<file path="src/rtl/uart_cmd_parser_pkg.sv">
// rtl/uart_cmd_parser_pkg.sv - shared ASCII constants, datapath width and hex-digit decode
package uart_cmd_parser_pkg;

  localparam int SEQ_DP_WIDTH = 8;

  localparam logic [7:0] ASCII_CR    = 8'h0D;
  localparam logic [7:0] ASCII_LF    = 8'h0A;
  localparam logic [7:0] ASCII_COLON = 8'h3A;
  localparam logic [7:0] ASCII_SPACE = 8'h20;
  localparam logic [7:0] ASCII_R     = 8'h52;
  localparam logic [7:0] ASCII_W     = 8'h57;

  // Inverse of the nibble-to-ASCII converter: returns {valid, nib}.
  function automatic logic [4:0] fnASCII2Nib(input logic [7:0] c);
    logic [4:0] r;
    r = 5'd0;
    if (c >= 8'h30 && c <= 8'h39) begin
      r = {1'b1, c[3:0]};
    end else if ((c >= 8'h41 && c <= 8'h46) || (c >= 8'h61 && c <= 8'h66)) begin
      r = {1'b1, c[3:0] + 4'd9};
    end
    return r;
  endfunction

endpackage

</file>
<file path="src/rtl/uart_cmd_parser.sv">
// rtl/uart_cmd_parser.sv - parses ASCII "Wd:hh" / "Rd" lines into register commands
module uart_cmd_parser
  import uart_cmd_parser_pkg::*;
#(
  parameter int DW          = SEQ_DP_WIDTH,
  parameter int NUM_REG     = 4,
  parameter int TIMEOUT_CYC = 1000000,
  localparam int REG_W      = (NUM_REG > 1) ? $clog2(NUM_REG) : 1
) (
  input  logic             clk,
  input  logic             rst,
  input  logic [7:0]       i_rx_data,
  input  logic             i_rx_valid,
  output logic             o_cmd_valid,
  input  logic             i_cmd_ready,
  output logic             o_cmd_wr,
  output logic [REG_W-1:0] o_cmd_reg,
  output logic [DW-1:0]    o_cmd_data,
  output logic             o_err,
  output logic [7:0]       o_err_cnt
);

  localparam int CNT_W = $clog2(DW / 4 + 1);
  localparam int TMO_W = (TIMEOUT_CYC > 1) ? $clog2(TIMEOUT_CYC) : 1;
  localparam logic [CNT_W-1:0] CNT_LAST = CNT_W'(DW / 4 - 1);
  localparam logic [TMO_W-1:0] TMO_MAX  = TMO_W'(TIMEOUT_CYC - 1);

  typedef enum logic [2:0] {
    ST_IDLE, ST_REG, ST_COLON, ST_DATA, ST_EOL, ST_ISSUE, ST_DISCARD
  } state_e;

  state_e             state_q, state_d;
  logic               valid_q, valid_d;
  logic               wr_q, wr_d;
  logic [REG_W-1:0]   reg_q, reg_d;
  logic [DW-1:0]      acc_q, acc_d;
  logic [CNT_W-1:0]   cnt_q, cnt_d;
  logic [TMO_W-1:0]   tmo_q, tmo_d;
  logic               err_q, err_d;
  logic [7:0]         err_cnt_q, err_cnt_d;

  logic [7:0] rx_up;
  logic [4:0] hex;
  logic       is_eol, is_reg_digit, timing_st;

  always_comb begin
    rx_up        = (i_rx_data >= 8'h61 && i_rx_data <= 8'h7A) ? i_rx_data - 8'h20 : i_rx_data;
    hex          = fnASCII2Nib(i_rx_data);
    is_eol       = (i_rx_data == ASCII_CR) || (i_rx_data == ASCII_LF);
    is_reg_digit = (i_rx_data >= 8'h30) && (i_rx_data <= 8'h39) &&
                   ({28'd0, i_rx_data[3:0]} < NUM_REG);
    timing_st    = (state_q == ST_REG) || (state_q == ST_COLON) ||
                   (state_q == ST_DATA) || (state_q == ST_EOL);
  end

  always_comb begin
    state_d   = state_q;
    valid_d   = valid_q;
    wr_d      = wr_q;
    reg_d     = reg_q;
    acc_d     = acc_q;
    cnt_d     = cnt_q;
    tmo_d     = tmo_q;
    err_d     = 1'b0;

    if (i_rx_valid) begin
      tmo_d = '0;
    end else if (timing_st) begin
      tmo_d = tmo_q + TMO_W'(1);
    end

    case (state_q)
      ST_IDLE: if (i_rx_valid) begin
        // acc is cleared at line start so reads present zero data
        if (rx_up == ASCII_W || rx_up == ASCII_R) begin
          state_d = ST_REG;
          wr_d    = (rx_up == ASCII_W);
          acc_d   = '0;
        end else if (!is_eol && i_rx_data != ASCII_SPACE) begin
          state_d = ST_DISCARD;
          err_d   = 1'b1;
        end
      end
      ST_REG: if (i_rx_valid) begin
        if (is_reg_digit) begin
          reg_d   = REG_W'(i_rx_data[3:0]);
          state_d = wr_q ? ST_COLON : ST_EOL;
        end else begin
          state_d = ST_DISCARD;
          err_d   = 1'b1;
        end
      end
      ST_COLON: if (i_rx_valid) begin
        if (i_rx_data == ASCII_COLON) begin
          state_d = ST_DATA;
          cnt_d   = '0;
          acc_d   = '0;
        end else begin
          state_d = ST_DISCARD;
          err_d   = 1'b1;
        end
      end
      ST_DATA: if (i_rx_valid) begin
        if (hex[4]) begin
          acc_d = (acc_q << 4) | DW'(hex[3:0]);
          cnt_d = cnt_q + CNT_W'(1);
          if (cnt_q == CNT_LAST) state_d = ST_EOL;
        end else if (is_eol) begin
          if (cnt_q != '0) begin
            state_d = ST_ISSUE;
            valid_d = 1'b1;
          end else begin
            state_d = ST_IDLE;
            err_d   = 1'b1;
          end
        end else begin
          state_d = ST_DISCARD;
          err_d   = 1'b1;
        end
      end
      ST_EOL: if (i_rx_valid) begin
        if (is_eol) begin
          state_d = ST_ISSUE;
          valid_d = 1'b1;
        end else begin
          state_d = ST_DISCARD;
          err_d   = 1'b1;
        end
      end
      ST_ISSUE: begin
        err_d = i_rx_valid;
        if (i_cmd_ready) begin
          state_d = ST_IDLE;
          valid_d = 1'b0;
        end
      end
      ST_DISCARD: if (i_rx_valid && is_eol) state_d = ST_IDLE;
      default: state_d = ST_IDLE;
    endcase

    if (TIMEOUT_CYC != 0 && timing_st && !i_rx_valid && tmo_q == TMO_MAX) begin
      state_d = ST_IDLE;
      err_d   = 1'b1;
    end

    err_cnt_d = (err_d && err_cnt_q != 8'hFF) ? err_cnt_q + 8'd1 : err_cnt_q;
  end

  always_ff @(posedge clk) begin
    if (rst) begin
      state_q   <= ST_IDLE;
      valid_q   <= 1'b0;
      wr_q      <= 1'b0;
      reg_q     <= '0;
      acc_q     <= '0;
      cnt_q     <= '0;
      tmo_q     <= '0;
      err_q     <= 1'b0;
      err_cnt_q <= 8'd0;
    end else begin
      state_q   <= state_d;
      valid_q   <= valid_d;
      wr_q      <= wr_d;
      reg_q     <= reg_d;
      acc_q     <= acc_d;
      cnt_q     <= cnt_d;
      tmo_q     <= tmo_d;
      err_q     <= err_d;
      err_cnt_q <= err_cnt_d;
    end
  end

  assign o_cmd_valid = valid_q;
  assign o_cmd_wr    = wr_q;
  assign o_cmd_reg   = reg_q;
  assign o_cmd_data  = acc_q;
  assign o_err       = err_q;
  assign o_err_cnt   = err_cnt_q;

endmodule

</file>
<file path="config.mk">
export PLATFORM = sky130hd
export DESIGN_NAME = uart_cmd_parser
export DESIGN_NICKNAME = d
export VERILOG_FILES = /design/src/rtl/uart_cmd_parser_pkg.sv /design/src/rtl/uart_cmd_parser.sv
export SDC_FILE = /design/constraint.sdc
export NUM_CORES = 1
export LEC_CHECK = 0
export CAP_MARGIN = 0
export CORE_ASPECT_RATIO = 1.4
export CORE_MARGIN = 5
export CORE_UTILIZATION = 55
export DETAILED_ROUTE_END_ITERATION = 8
export GPL_ROUTABILITY_DRIVEN = 0
export PLACE_DENSITY = 0.79
export SETUP_SLACK_MARGIN = 0.2
export SLEW_MARGIN = 20
export SYNTH_ARGS = -nofsm -noshare
export SYNTH_HDL_FRONTEND = slang
export SYNTH_SLANG_ARGS = --single-unit
</file>
<file path="constraint.sdc">
create_clock -name clk -period 3.2 [get_ports clk]
set_input_delay 0.48 -clock clk [delete_from_list [all_inputs] [get_ports clk]]
set_output_delay 0.48 -clock clk [all_outputs]
set_load 0.01 [all_outputs]
</file>
Yosys cells after proc, flatten, opt, wreduce, memory -nomap -nowiden
Cells that the tools add are included.
{ "op_classes": {"add_sub_neg": 5, "n_lt_le_gt_ge": 8, "n_eq_ne": 31, "mux": 56, "bitwise": 1, "reduce_logical": 31} }
{ "op_table": {"columns": ["cell", "n"], "rows": [
  ["$mux W8", 7],
  ["$mux W3", 16],
  ["$le A8 B7 Y1 const B", 3],
  ["$ne A2 B2 Y1 const B", 12],
  ["$pmux W8 S3", 1],
  ["$mux W1", 21],
  ["$pmux W3 S7", 1],
  ["$add A20 B1 Y20 const B", 1],
  ["$eq A20 B20 Y1 const B", 1],
  ["$eq A8 B4 Y1 const B", 2],
  ["$eq A8 B7 Y1 const B", 2],
  ["$ge A8 B7 Y1 const B", 2],
  ["$logic_and A1 B1 Y1", 10],
  ["$mux W2", 5],
  ["$mux W5", 2],
  ["$eq A3 B3 Y1 const B", 3],
  ["$reduce_and A9 Y1", 1],
  ["$add A8 B1 Y8 const B", 1],
  ["$eq A8 B6 Y1 const B", 1],
  ["$ge A8 B6 Y1 const B", 1],
  ["$le A8 B6 Y1 const B", 1],
  ["$ne A8 B6 Y1 const B", 1],
  ["$ne A8 B8 Y1 const B", 1],
  ["$or A8 B4 Y8", 1],
  ["other kinds (23)", 35]
]} }
{ "word_totals": {"regBits": 46, "input_bits": 12, "out_inout_bits": 21} }

Longest topological paths before layout
{ "depth": {"ltp_word": 10, "ltp_mapped": 10, "ltp_nobuf": 9} }

Least setup slack after synthesis
No wires, ideal clock.
{ "synth_timing": {"kind": "input to register", "start": "in i_rx_data[5]", "end": "reg acc_q[2], in the netlist o_cmd_data[2]", "arrival_ns": 2.300, "slack_ns": 0.830, "stages": 9, "path_cell_list": "inv_1 ha_1 o21a_1 a2111oi_4 nand2_2 a211o_1 buf_6 or3_1 a21oi_1"} }
{ "synth_via": {"elab_chain_len": 9} }
{ "synth_rtl": {"columns": ["item", "line", "source"], "rows": [
  ["start, declared", "uart_cmd_parser.sv:12", "input logic [7:0] i_rx_data,"],
  ["$ge A8 B7 Y1, or another cell as far along", "uart_cmd_parser_pkg.sv:19", "end else if ((c >= 8'h41 && c <= 8'h46) || (c >= 8'h61 && c <= 8'h66)) begin"],
  ["$logic_and A1 B1 Y1", "uart_cmd_parser_pkg.sv:19", null],
  ["$logic_or A1 B1 Y1", "uart_cmd_parser_pkg.sv:19", null],
  ["$mux W5", "uart_cmd_parser_pkg.sv:19", null],
  ["$mux W5", "uart_cmd_parser_pkg.sv:17", "if (c >= 8'h30 && c <= 8'h39) begin"],
  ["$or A8 B4 Y8", "uart_cmd_parser.sv:105", "acc_d = (acc_q << 4) | DW'(hex[3:0]);"],
  ["$mux W8", "uart_cmd_parser.sv:104", "if (hex[4]) begin"],
  ["$mux W8", "uart_cmd_parser.sv:103", "ST_DATA: if (i_rx_valid) begin"],
  ["$pmux W8 S3", "uart_cmd_parser.sv:72", "case (state_q)"],
  ["end signal, assigned", "uart_cmd_parser.sv:155", "acc_q <= '0;"],
  ["end signal, assigned", "uart_cmd_parser.sv:165", "acc_q <= acc_d;"],
  ["end, declared", "uart_cmd_parser.sv:36", "logic [DW-1:0] acc_q, acc_d;"]
]} }
Parallel ways exist; a longest one is shown, timed or not. The select of a mux whose other input is x is not followed.
A chain may end at the register's enable or synchronous reset.

Final worst setup path
{ "layout_timing": {"start": "in i_rx_data[1]", "end": "reg err_cnt_q[4], in the netlist o_err_cnt[4]"} }
{ "layout_via": {"elab_chain_len": 10} }
{ "layout_rtl": {"columns": ["item", "line", "source"], "rows": [
  ["$ge A8 B7 Y1, or another cell as far along", "uart_cmd_parser_pkg.sv:19, uart_cmd_parser.sv:47", null],
  ["$logic_and A1 B1 Y1, or another cell as far along", "uart_cmd_parser.sv:47", "rx_up = (i_rx_data >= 8'h61 && i_rx_data <= 8'h7A) ? i_rx_data - 8'h20 : i_rx_data;"],
  ["$mux W8, or another cell as far along", "uart_cmd_parser.sv:47", null],
  ["$eq A8 B7 Y1, or another cell as far along", "uart_cmd_parser.sv:75", "if (rx_up == ASCII_W || rx_up == ASCII_R) begin"],
  ["$logic_or A1 B1 Y1, or another cell as far along", "uart_cmd_parser.sv:75", null],
  ["$mux W1, on equally long branches", "uart_cmd_parser.sv:75, uart_cmd_parser.sv:104", null],
  ["$mux W1, on equally long branches", "uart_cmd_parser.sv:73, uart_cmd_parser.sv:103", null],
  ["$pmux W1 S6 (*)", "uart_cmd_parser.sv:72", null],
  ["$mux W1 (*)", "uart_cmd_parser.sv:141", "if (TIMEOUT_CYC != 0 && timing_st && !i_rx_valid && tmo_q == TMO_MAX) begin"],
  ["$logic_and A1 B1 Y1 (*)", "uart_cmd_parser.sv:146", "err_cnt_d = (err_d && err_cnt_q != 8'hFF) ? err_cnt_q + 8'd1 : err_cnt_q;"],
  ["end signal, assigned", "uart_cmd_parser.sv:169", "err_cnt_q <= err_cnt_d;"],
  ["end, declared", "uart_cmd_parser.sv:40", "logic [7:0] err_cnt_q, err_cnt_d;"]
]} }
Every way passes the cells marked *; elsewhere a longest branch is shown, timed or not.

==> results.json <==
{
  "status": "finished clean",
  "synth_cells": 333,
  "post-place-ws_ps": -8.43,
  "postCtsSetupRepairBufs": 0,
  "syn-mean-instance-area_um2": 8.41,
  "top_register": "tmo_q",
  "p_total_w": 0.00122,
  "grt_setup_unrepaired": "no",
  "antenna_cells": 0,
  "syn-num-nets": 357,
  "wl_per_cell_um": 13.9,
  "layout_common_cells": "46 x dfxtp_1, 43 x nor2_1, 32 x clkdlybuf4s50_1",
  "setup_viol": 0,
  "synth-edff-count": 0,
  "dp_hpwl_um": 4530,
  "grt_first_pass_wirelength_um": 10400,
  "syn_area_mm2": 0.00280,
  "htreeDepth": 2,
  "cp_data_arrival_time_ps": 3050,
  "worstSetupPathType": "in2reg",
  "drt_first_iter_violations": 105,
  "vias_per_cell": 5.60,
  "final_net_count": 398,
  "drcViolationCount": 0,
  "max_slew.worst_pin.slew_ps": 643,
  "antenna_found_initial": 0,
  "initial_core_util": 0.574,
  "syn2layout_area_growth_pct": 19.2,
  "drive_above_1_share": 0.123,
  "power_density_mw_per_mm2": 365,
  "synth_cell_types": 66,
  "die-area_mm2": 0.00664,
  "ios": 33,
  "dieHeight_um": 94.4,
  "largest_reg_flops": 20,
  "grt_overflow_total": 0,
  "routed_wirelength_um": 6080,
  "finalWorstSetupSlack_ps": 347,
  "rows": 30,
  "async_flop_share": 0,
  "period_needed_ps": 2850,
  "critPathSlowestCell": "clkdlybuf4s50_1",
  "first_global_vias": 2357,
  "clock-sinks": 46,
  "core-area_mm2": 0.00488,
  "slew_headroom": 0.568,
  "cts.clk_slew.worst_paths_ps": 80,
  "synth-seq-cells": 46,
  "clock.fmax_mhz": 351,
  "finalCritPeriodShare": 0.892,
  "die-width_um": 70.3,
  "end_kind": "register",
  "crit_required_ps": 3390,
  "drv_cap": 0,
  "drtAntennaViolNets": 0,
  "clockBufferDepth": 2,
  "start_kind": "input port",
  "fill_cells": 408,
  "grt_max_degree": 21,
  "cp_cell_sequence": "clkdlybuf4s50_1, inv_1, ha_1, nor2_1, o211ai_1, a31o_4, nor4b_2, o21ai_2, a211oi_1, mux2_2",
  "dpl.cell_count": 431,
  "synth_ff_type": "dfxtp_1",
  "dr_total_vias": 2460,
  "ir_drop_mv": 0.363,
  "cpPeakStageDelay_ps": 590,
  "portBuffers": 32,
  "leakage_nw": 1.20,
  "clock_skew_ps": 8.51,
  "first_pass_iters": 4,
  "numCtsBuffers": 5,
  "cts_tree": "built",
  "hold_path_class": "reg2reg",
  "final_cells": 439,
  "path_max_fanout": 9,
  "ys_seq_area_frac": 0.329,
  "cts_hold_buf": 0,
  "post-route-util": 0.684,
  "finalHoldViolations": 0,
  "layout_commonest_cell": "dfxtp_1",
  "timing.final.max_slew_violations": 0,
  "grt_usage": 0.188,
  "yosysWarnings": 0,
  "clk_latency_ps": 300,
  "cts_root_buffer": "clkbuf_8"
}
## synthesized netlist by cell type (all sizes together), types with 5 or more instances
cell type	number	area (µm²)
nor3	8	45.0
nor2b	6	37.5
clkbuf	6	22.5
o21ai	10	53.8
a211oi	7	52.6
or3	7	43.8
nand4	10	68.8
o211ai	5	37.5
dfxtp	46	921
and3	5	31.3
nand2	28	110
nor2	43	161
a21oi	21	105
xnor2	7	61.3
ha	12	150
inv	14	52.6
buf	6	42.5
nand3	14	70.1
xor2	15	131
mux2	5	56.3
## worst paths after layout
kind | slack, ps | end | cells past startpoint | start
setup / recovery | 350 | o_err_cnt[4] | 10 | i_rx_data[1]
hold / removal | 450 | o_cmd_data[7] | 2 | o_cmd_data[7]
setup reg to reg | 750 | o_err_cnt[4] | 6 | state_q[1]
hold reg to reg | 450 | o_cmd_data[7] | 2 | o_cmd_data[7]
## worst max-delay path: cells and delay by family
family,cells,cell delay [ps]
buffers and inverters,2,710
adders and majority gates,1,220
AOI/OAI and AO/OA,4,870
muxes,1,360
and+or+nand+nor,2,420
## cells by family (layout without fill, tap and decap cells)
kind of cell | count (synthesis) | count (layout) | synth area share
multiplexers | 9 | 9 | 0.0344
flip-flops | 46 | 46 | 0.329
AO/OA/AOI/OAI | 68 | 68 | 0.177
XOR/XNOR | 22 | 22 | 0.0688
buffers and inverters | 27 | 69 | 0.0434
adder cells (fa/ha/maj) | 12 | 12 | 0.0536
AND/OR/NAND/NOR | 149 | 149 | 0.294
## final cells by class
type | count | area (µm²) | share of cell area
tap | 64 | 80.1 | 0.0240
sequential | 46 | 921 | 0.276
inverter | 15 | 56.3 | 0.0169
clock inverter | 1 | 5.00 | 0.00150
multi-input combinational | 260 | 1760 | 0.528
clock buffer | 7 | 86.3 | 0.0259
timing repair buffer | 46 | 425 | 0.128
## routing by layer
metal / routed length (µm) / part of all wire / track usage / vias up
li1: - / - / - / 1275
met1: 2650 / 0.44 / 0.213 / 1145
met2: 3140 / 0.52 / 0.348 / 30
met3: 186 / 0.031 / 0.0341 / 10
met4: 110 / 0.018 / 0.0655 / 0
met5: 0 / 0 / 0 / -
## power by group
group          internal (W)  total (W)  switching, W
Clock              0.000174   0.000365      0.000190
Sequential         0.000588   0.000609     0.0000212
Combinational      0.000108   0.000244      0.000136
## timing repair
action	4_1_cts	5_1_grt
endpoints found under the hold margin	0	0
endpoints found under the setup margin	0	2
gates resized for setup	0	1
## metrics by stage
step,setup TNS (ps),instance area [µm²],hold WS (ps)
after CTS,0,3330,457
after detailed placement,-8.43,3240,445
after global placement,0,3240,442
after global routing,0,3340,473
after floorplan,0,2800,471
final,0,3340,452
(Power assumes the default switching activity.)
